`config.mk`:
```
export PLATFORM = sky130hd
export DESIGN_NAME = branch_flag_unit
export DESIGN_NICKNAME = d
export VERILOG_FILES = /design/src/rtl/branch_pkg.sv /design/src/rtl/cond_eval.sv /design/src/rtl/branch_flag_unit.sv
export SDC_FILE = /design/constraint.sdc
export NUM_CORES = 1
export LEC_CHECK = 0
export ABC_AREA = 1
export CORE_ASPECT_RATIO = 1.5
export CORE_MARGIN = 3
export CORE_UTILIZATION = 45
export CTS_CLUSTER_DIAMETER = 200
export CTS_CLUSTER_SIZE = 8
export DETAILED_ROUTE_END_ITERATION = 6
export GPL_ROUTABILITY_DRIVEN = 1
export MAX_ROUTING_LAYER = met4
export PLACE_DENSITY = 0.83
export SLEW_MARGIN = 30
export SYNTH_ARGS = -nofsm -noshare
export SYNTH_HDL_FRONTEND = slang
export SYNTH_SLANG_ARGS = --single-unit
```
`constraint.sdc`:
```
create_clock -name clk -period 3.2 [get_ports clk]
set_input_delay 0.64 -clock clk [delete_from_list [all_inputs] [get_ports clk]]
set_output_delay 0.64 -clock clk [all_outputs]
set_load 0.01 [all_outputs]
```
`src/rtl/branch_pkg.sv`:
```
// Shared types for the branch-resolution unit: condition codes and flag bit positions.
package branch_pkg;

    typedef enum logic [2:0] {
        ALWAYS = 3'd0,
        EQ     = 3'd1,
        NE     = 3'd2,
        CS     = 3'd3,
        CC     = 3'd4,
        MI     = 3'd5,
        VS     = 3'd6,
        LOOP   = 3'd7
    } cond_e;

    localparam int unsigned FLAG_Z = 0;
    localparam int unsigned FLAG_C = 1;
    localparam int unsigned FLAG_N = 2;
    localparam int unsigned FLAG_V = 3;

endpackage

```
`src/rtl/cond_eval.sv`:
```
// Combinational condition evaluator: decides whether a branch with the given code is taken.
module cond_eval
    import branch_pkg::*;
(
    input  cond_e      cond,
    input  logic [3:0] flags,
    input  logic       cnt_nonzero_after_dec,
    output logic       take
);

    always_comb begin
        take = 1'b0;
        unique case (cond)
            ALWAYS: take = 1'b1;
            EQ:     take = flags[FLAG_Z];
            NE:     take = ~flags[FLAG_Z];
            CS:     take = flags[FLAG_C];
            CC:     take = ~flags[FLAG_C];
            MI:     take = flags[FLAG_N];
            VS:     take = flags[FLAG_V];
            LOOP:   take = cnt_nonzero_after_dec;
        endcase
    end

endmodule

```
`src/rtl/branch_flag_unit.sv`:
```
// Execute-stage branch resolution: flag file, loop counter, registered taken pulse and
// a flush window that squashes the instructions fetched behind a taken branch.
module branch_flag_unit
    import branch_pkg::*;
#(
    parameter int unsigned WIDTH        = 8,
    parameter int unsigned CNT_WIDTH    = 8,
    parameter int unsigned FLUSH_CYCLES = 1
) (
    input  logic                 clk,
    input  logic                 reset,
    input  logic [WIDTH-1:0]     alu_result,
    input  logic                 alu_carry,
    input  logic                 alu_ovf,
    input  logic                 flag_we,
    input  logic                 br_valid,
    input  logic [2:0]           br_cond,
    input  logic                 cnt_load,
    input  logic [CNT_WIDTH-1:0] cnt_value,
    output logic [3:0]           flags,
    output logic [CNT_WIDTH-1:0] loop_cnt,
    output logic                 br_taken,
    output logic                 flush
);

    localparam int unsigned FlushW = $clog2(FLUSH_CYCLES + 1);

    typedef enum logic [0:0] {StIdle, StFlush} state_e;

    state_e               state_q, state_d;
    logic [FlushW-1:0]    flush_cnt_q, flush_cnt_d;
    logic [3:0]           flags_q, flags_d;
    logic [CNT_WIDTH-1:0] loop_cnt_q, loop_cnt_d;
    logic                 br_taken_q, br_taken_d;

    cond_e                cond;
    logic [3:0]           new_flags;
    logic [CNT_WIDTH-1:0] cnt_dec;
    logic                 cnt_nonzero;
    logic                 cnt_nonzero_after_dec;
    logic                 accept;
    logic                 is_loop;
    logic                 cond_take;
    logic                 take;

    assign cond = cond_e'(br_cond);

    always_comb begin
        new_flags         = 4'b0000;
        new_flags[FLAG_Z] = (alu_result == '0);
        new_flags[FLAG_N] = alu_result[WIDTH-1];
        new_flags[FLAG_C] = alu_carry;
        new_flags[FLAG_V] = alu_ovf;
    end

    // Branches see this cycle's flags when they are being written (forwarding).
    assign flags_d = flag_we ? new_flags : flags_q;

    assign cnt_dec               = loop_cnt_q - CNT_WIDTH'(1);
    assign cnt_nonzero           = (loop_cnt_q != '0);
    assign cnt_nonzero_after_dec = cnt_nonzero && (cnt_dec != '0);

    cond_eval u_cond_eval (
        .cond                  (cond),
        .flags                 (flags_d),
        .cnt_nonzero_after_dec (cnt_nonzero_after_dec),
        .take                  (cond_take)
    );

    // Branches arriving inside a flush window belong to squashed instructions.
    assign accept  = br_valid && (state_q == StIdle);
    assign is_loop = accept && (cond == LOOP);
    assign take    = accept && cond_take && !(cnt_load && cond == LOOP);

    always_comb begin
        loop_cnt_d = loop_cnt_q;
        if (cnt_load) begin
            loop_cnt_d = cnt_value;
        end else if (is_loop && cnt_nonzero) begin
            loop_cnt_d = cnt_dec;
        end
    end

    always_comb begin
        br_taken_d  = take;
        flush_cnt_d = flush_cnt_q;
        state_d     = state_q;
        unique case (state_q)
            StIdle: begin
                if (take) begin
                    flush_cnt_d = FlushW'(FLUSH_CYCLES);
                    state_d     = StFlush;
                end
            end
            StFlush: begin
                flush_cnt_d = flush_cnt_q - FlushW'(1);
                if (flush_cnt_d == '0) begin
                    state_d = StIdle;
                end
            end
            default: state_d = StIdle;
        endcase
    end

    always_ff @(posedge clk) begin
        if (reset) begin
            state_q     <= StIdle;
            flush_cnt_q <= '0;
            flags_q     <= 4'b0000;
            loop_cnt_q  <= '0;
            br_taken_q  <= 1'b0;
        end else begin
            state_q     <= state_d;
            flush_cnt_q <= flush_cnt_d;
            flags_q     <= flags_d;
            loop_cnt_q  <= loop_cnt_d;
            br_taken_q  <= br_taken_d;
        end
    end

    assign flags    = flags_q;
    assign loop_cnt = loop_cnt_q;
    assign br_taken = br_taken_q;
    assign flush    = (state_q == StFlush);

endmodule

```
Word level (Yosys, flattened, before mapping)
Cells that the tools add are included.
{"block": "classes", "n_eq_ne": 8, "muxes": 9, "reduce_logical": 13, "n_bitwise": 3, "addsub": 2}
{"cell": "8-bit two-way mux", "count": 2}
{"cell": "8-bit nonzero test", "count": 2}
{"cell": "3-bit equality test, second input constant", "count": 4}
{"cell": "8-bit logical NOT", "count": 1}
{"cell": "1-bit one-hot mux with 8 select lines", "count": 1}
{"cell": "8-bit by 1-bit subtractor with 8-bit output, second input constant", "count": 1}
{"cell": "1-bit logical AND", "count": 7}
{"cell": "3-bit by 2-bit equality test with 1-bit output, second input constant", "count": 2}
{"cell": "4-bit two-way mux", "count": 1}
{"cell": "1-bit one-hot mux with 2 select lines", "count": 2}
{"cell": "3-bit by 1-bit equality test with 1-bit output, second input constant", "count": 1}
{"cell": "3-bit logical NOT", "count": 1}
{"cell": "1-bit two-way mux", "count": 3}
{"cell": "1-bit inverter", "count": 3}
{"cell": "2-bit inequality test, second input constant", "count": 1}
{"cell": "2-bit nonzero test", "count": 1}
{"cell": "1-bit logical NOT", "count": 1}
{"cell": "1-bit subtractor, second input constant", "count": 1}
{"block": "word_totals", "wordCells": 40, "out_inout_bits": 14, "ff_bits": 15}

Logic depth before layout (Yosys ltp)
{"block": "logic_depth", "word_depth": 8, "mapped_depth": 16}

Cells and area by module
Synthesis repeated with hierarchy kept, for this count alone.
{"block": "unflattened", "cells_unflattened": 166, "area_unflattened_um2": 997.2}
{"module": "branch_flag_unit", "seq_area_each_um2": 300.3, "cells_per_inst": 148, "area_per_inst_um2": 922.1, "instances": 1}
{"module": "cond_eval", "seq_area_each_um2": 0.0, "cells_per_inst": 18, "area_per_inst_um2": 75.1, "instances": 1}

Worst setup path before layout
Ideal clock, no wire load.
{"block": "synth_timing", "path_kind": "register to register", "from": "register loop_cnt_q[1] (netlist: loop_cnt[1])", "to": "register flush_cnt_q", "t_arrival_ns": 1.553, "n_path_buf": 0, "synth_period_minus_slack_ns": 1.666, "slack_ns": 1.534, "required_time_ns": 3.087, "setup_ns": 0.113, "path_stages_with_launch": 17, "cell_sequence": "dfxtp_1 > inv_1 > ha_1 > inv_1 > nor2_2 > nand2_1 > nand3_2 > nor2_1 > nand3_1 > nand2_1 > nand2_1 > nand2_1 > nand2_1 > nand2_2 > nand2_1 > nand2_1 > nand2_1"}
{"block": "synth_between", "elab_chain_len": 7}
{"element": "start: declaration", "line_no": "branch_flag_unit.sv:33", "text": "logic [CNT_WIDTH-1:0] loop_cnt_q, loop_cnt_d;"}
{"element": "start signal: assignment", "line_no": "branch_flag_unit.sv:116", "text": "loop_cnt_q <= loop_cnt_d;"}
{"element": "8-bit by 1-bit subtractor with 8-bit output", "line_no": "branch_flag_unit.sv:59", "text": "assign cnt_dec = loop_cnt_q - CNT_WIDTH'(1);"}
{"element": "8-bit nonzero test", "line_no": "branch_flag_unit.sv:61", "text": "assign cnt_nonzero_after_dec = cnt_nonzero && (cnt_dec != '0);"}
{"element": "1-bit logical AND *", "line_no": "branch_flag_unit.sv:61"}
{"element": "1-bit one-hot mux with 8 select lines *", "line_no": "cond_eval.sv:13", "text": "unique case (cond)"}
{"element": "1-bit logical AND * (2 in a row)", "line_no": "branch_flag_unit.sv:73", "text": "assign take = accept && cond_take && !(cnt_load && cond == LOOP);"}
{"element": "2-bit inequality test (no source line) *"}
{"element": "end signal: assignment", "line_no": "branch_flag_unit.sv:114", "text": "flush_cnt_q <= flush_cnt_d;"}
{"element": "end: declaration", "line_no": "branch_flag_unit.sv:31", "text": "logic [FlushW-1:0] flush_cnt_q, flush_cnt_d;"}
Every way passes the cells marked *; elsewhere a longest branch is shown, timed or not.
A chain may end at the register's enable or synchronous reset.

Worst setup path in the final report
{"block": "layout_timing", "from": "register loop_cnt_q[4] (netlist: loop_cnt[4])", "to": "output loop_cnt[4]"}
{"element": "end: declaration", "line_no": "branch_flag_unit.sv:21", "text": "output logic [CNT_WIDTH-1:0] loop_cnt,"}
No word-level cell between the ends.

==> out/qor.json <==
{
  "sta": {
    "slew_viol_final": 0,
    "grt_setup_unrepaired": "no",
    "final-setup-viol-count": 0,
    "max_freq_mhz": 490,
    "timing_worst_slew_pin_value_ns": 0.448,
    "final.setup_skew_ns": 0.00190,
    "post-route-period-util_pct": 63.8,
    "final_worst_path_period_need_ns": 2.04,
    "tns_ns": 0,
    "hold_viol": 0,
    "worst_slew_margin_rel_pct": 70.1
  },
  "detailed_routing": {
    "drt_iter0_drc": 26,
    "drt_first_pass_iters": 4,
    "detail_route.wl_per_cell_um": 12.4,
    "vias_per_cell": 5.18,
    "postRouteAntennaNets": 0,
    "vias": 1119,
    "drcViolationCount": 0,
    "finalWirelength_um": 2690
  },
  "grt": {
    "initial_antenna_violation_count": 0,
    "busiest_grt_layer": "met2",
    "globalRouteMet3Util_pct": 3.14,
    "globalRouteTotalUtil_pct": 21.3,
    "global_route.usage.met2_pct": 40.1,
    "overflow": 0,
    "via_count_of_the_first_global_routing_pass": 1118,
    "grt_util_met1_pct": 22.1,
    "maximum_number_of_pins_on_one_net_before_global_route_repair": 13,
    "first_pass_grt_wire_length_um": 4550
  },
  "clock_tree": {
    "cts-resized-gates": 0,
    "clock_sink_count": 15,
    "cts_root_buf": "sky130_fd_sc_hd__clkbuf_4",
    "cts-buffers-inserted": 3,
    "clk_pin_slew_ns": 0.10,
    "clock_tree.htree_level_count": 1,
    "clock_tree.buffer_depth": 2,
    "cts.repair_timing.setup_buffer_count": 0,
    "cts_hold_repair.buffers": 0,
    "cts_tree": "yes",
    "skew_pair_late_insertion_delay_ns": 0.29
  },
  "floorplanning": {
    "ioPinCount": 40,
    "dieArea_um2": 2780,
    "placementRows": 20,
    "die_y_um": 63.1,
    "initial_core_util_pct": 47.7,
    "die_w_um": 44.1,
    "core_area_um2": 2050
  },
  "critical_path": {
    "max_stage_delay_ns": 0.60,
    "critical_path_peak_fanout": 6,
    "critPathCaptureType": "output pin",
    "critPathTopFamily": "buffers and inverters",
    "critical_path.slowest_cell": "sky130_fd_sc_hd__clkdlybuf4s50_1",
    "critical_path.n_buffers_inverters": 1,
    "critical_path_required_ns": 2.56,
    "timing_worst_setup_path_type": "flip-flop to output pin",
    "critical_path.startpoint_type": "flip-flop",
    "crit_path_cell_trace": "clkdlybuf4s50_1",
    "timing.critical_path.arrival_ns": 1.40
  },
  "yosys": {
    "syn_inst": 153,
    "syn_area_um2": 978,
    "yosysTopAreaCell": "sky130_fd_sc_hd__dfxtp_1",
    "synth_nets": 181,
    "yosys_warnings": 0,
    "syn_avg_cell_area_um2": 6.40,
    "synth_seq_area_share_pct": 30.7,
    "synth.ff_latch_count": 15,
    "synth_top_cell_area_share_pct": 30.7,
    "yosys.cell_types.count": 26,
    "yosys-top-cells-area": "sky130_fd_sc_hd__dfxtp_1 31%, sky130_fd_sc_hd__nand2_1 15%, sky130_fd_sc_hd__inv_1 7.3%"
  },
  "layout": {
    "most-common-layout-cells": "40 x sky130_fd_sc_hd__nand2_1, 39 x sky130_fd_sc_hd__clkdlybuf4s50_1, 19 x sky130_fd_sc_hd__inv_1",
    "layout.cells.most_common": "sky130_fd_sc_hd__nand2_1",
    "design.final.nets": 223,
    "layout-area-overhead-vs-synth_pct": 44.0,
    "n_fill_cell": 188,
    "finalNonFillerCells": 216,
    "n_antenna_cell": 0,
    "layout-drive-gt1-share_pct": 12.9
  },
  "power": {
    "combinationalPowerShare_pct": 33.7,
    "pwr-share-seq_pct": 43.5,
    "swShare_pct": 33.2,
    "peak_vdd_ir_mv": 0.231,
    "power_density_nw_per_um2": 350,
    "clock_power_share_pct": 22.9,
    "total_leakage_power_nw": 0.636,
    "finalPower_mw": 0.493,
    "internal_power_mw": 0.329,
    "switching_power_mw": 0.163
  },
  "placement": {
    "place_congestion": 0.951,
    "post-dp-hpwl_um": 2250,
    "placement.io_buffers": 39,
    "placed_cells": 212
  },
  "outcome": {
    "status": "completed"
  },
  "min_path": {
    "hp-class": "flip-flop to flip-flop"
  },
  "flow_run": {
    "max_cap_violations": 0
  }
}
-- synth_stat cells, drive strengths merged --
cell type / instances
o211ai: 1
xnor2: 1
mux2i: 1
a21oi: 12
o21ai: 7
buf: 1
a22oi: 1
a31oi: 4
and2: 1
nand2: 46
clkbuf: 1
nand3: 10
dfxtp: 15
nor2: 21
inv: 24
nor3: 3
ha: 2
nand4: 2
-- state kept, by name (all words and copies together), names as in the netlist --
| register | cells |
|---|---|
| flush | 1 |
| flush_cnt_q | 1 |
| flags | 4 |
| loop_cnt | 8 |
| br_taken | 1 |
-- per-stage QoR --
stage | hold WS (ns) | instance area, um^2 | setup WS, ns | util, %
floorplan | 0.480 | 978 | 1.53 | -
global placement | 0.500 | 1380 | 0.898 | 67.3
detailed placement | 0.502 | 1380 | 0.892 | 67.3
CTS | 0.519 | 1410 | 1.15 | 68.7
global route | 0.544 | 1410 | 1.03 | 68.7
finish | 0.511 | 1410 | 1.16 | 68.7
-- worst paths after layout --
kind / from / end / slack [ns] / cells past startpoint
worst max-delay path: loop_cnt[4] / loop_cnt[4] / 1.16 / 1
worst min-delay path: loop_cnt[0] / loop_cnt[0] / 0.51 / 2
worst max register to register: loop_cnt[0] / flush_cnt_q / 1.35 / 16
worst min register to register: loop_cnt[0] / loop_cnt[0] / 0.51 / 2
-- power by group through the flow --
| stage | logic [mW] | clock network, mW | registers [mW] |
|---|---|---|---|
| 2_1_floorplan | 0.0880 | 0 | 0.222 |
| 3_3_place_gp | 0.163 | 0 | 0.218 |
| 3_5_place_dp | 0.165 | 0 | 0.218 |
| 4_1_cts | 0.166 | 0.118 | 0.214 |
| 5_1_grt | 0.185 | 0.124 | 0.216 |
| 6_report | 0.166 | 0.113 | 0.214 |
-- routing by layer --
layer  routed length (um)  part of all wire, %  vias to the layer above
li1                     -                    -                      567
met1                  993                   37                      498
met2                 1460                   54                       48
met3                  191                  7.1                        6
met4                   44                  1.6                        0
met5                    0                    0                        -
-- cell type report --
cell class	instances	area, um^2	share of cell area, %
clock buffer	3	22.5	1.60
clock inverter	1	5.00	0.355
inverter	24	90.1	6.39
multi-input combinational	112	573	40.7
sequential	15	300	21.3
tap	22	27.5	1.95
timing repair buffer	39	390	27.7
-- cells by family after synthesis --
family                   share of synthesized area [%]
XOR/XNOR                                         0.895
AO/OA/AOI/OAI                                     14.2
AND/OR/NAND/NOR                                   39.9
flip-flops                                        30.7
multiplexers                                      1.02
adder cells (fa/ha/maj)                           2.56
buffers and inverters                             10.7
Power figures use the tool's default switching activity.
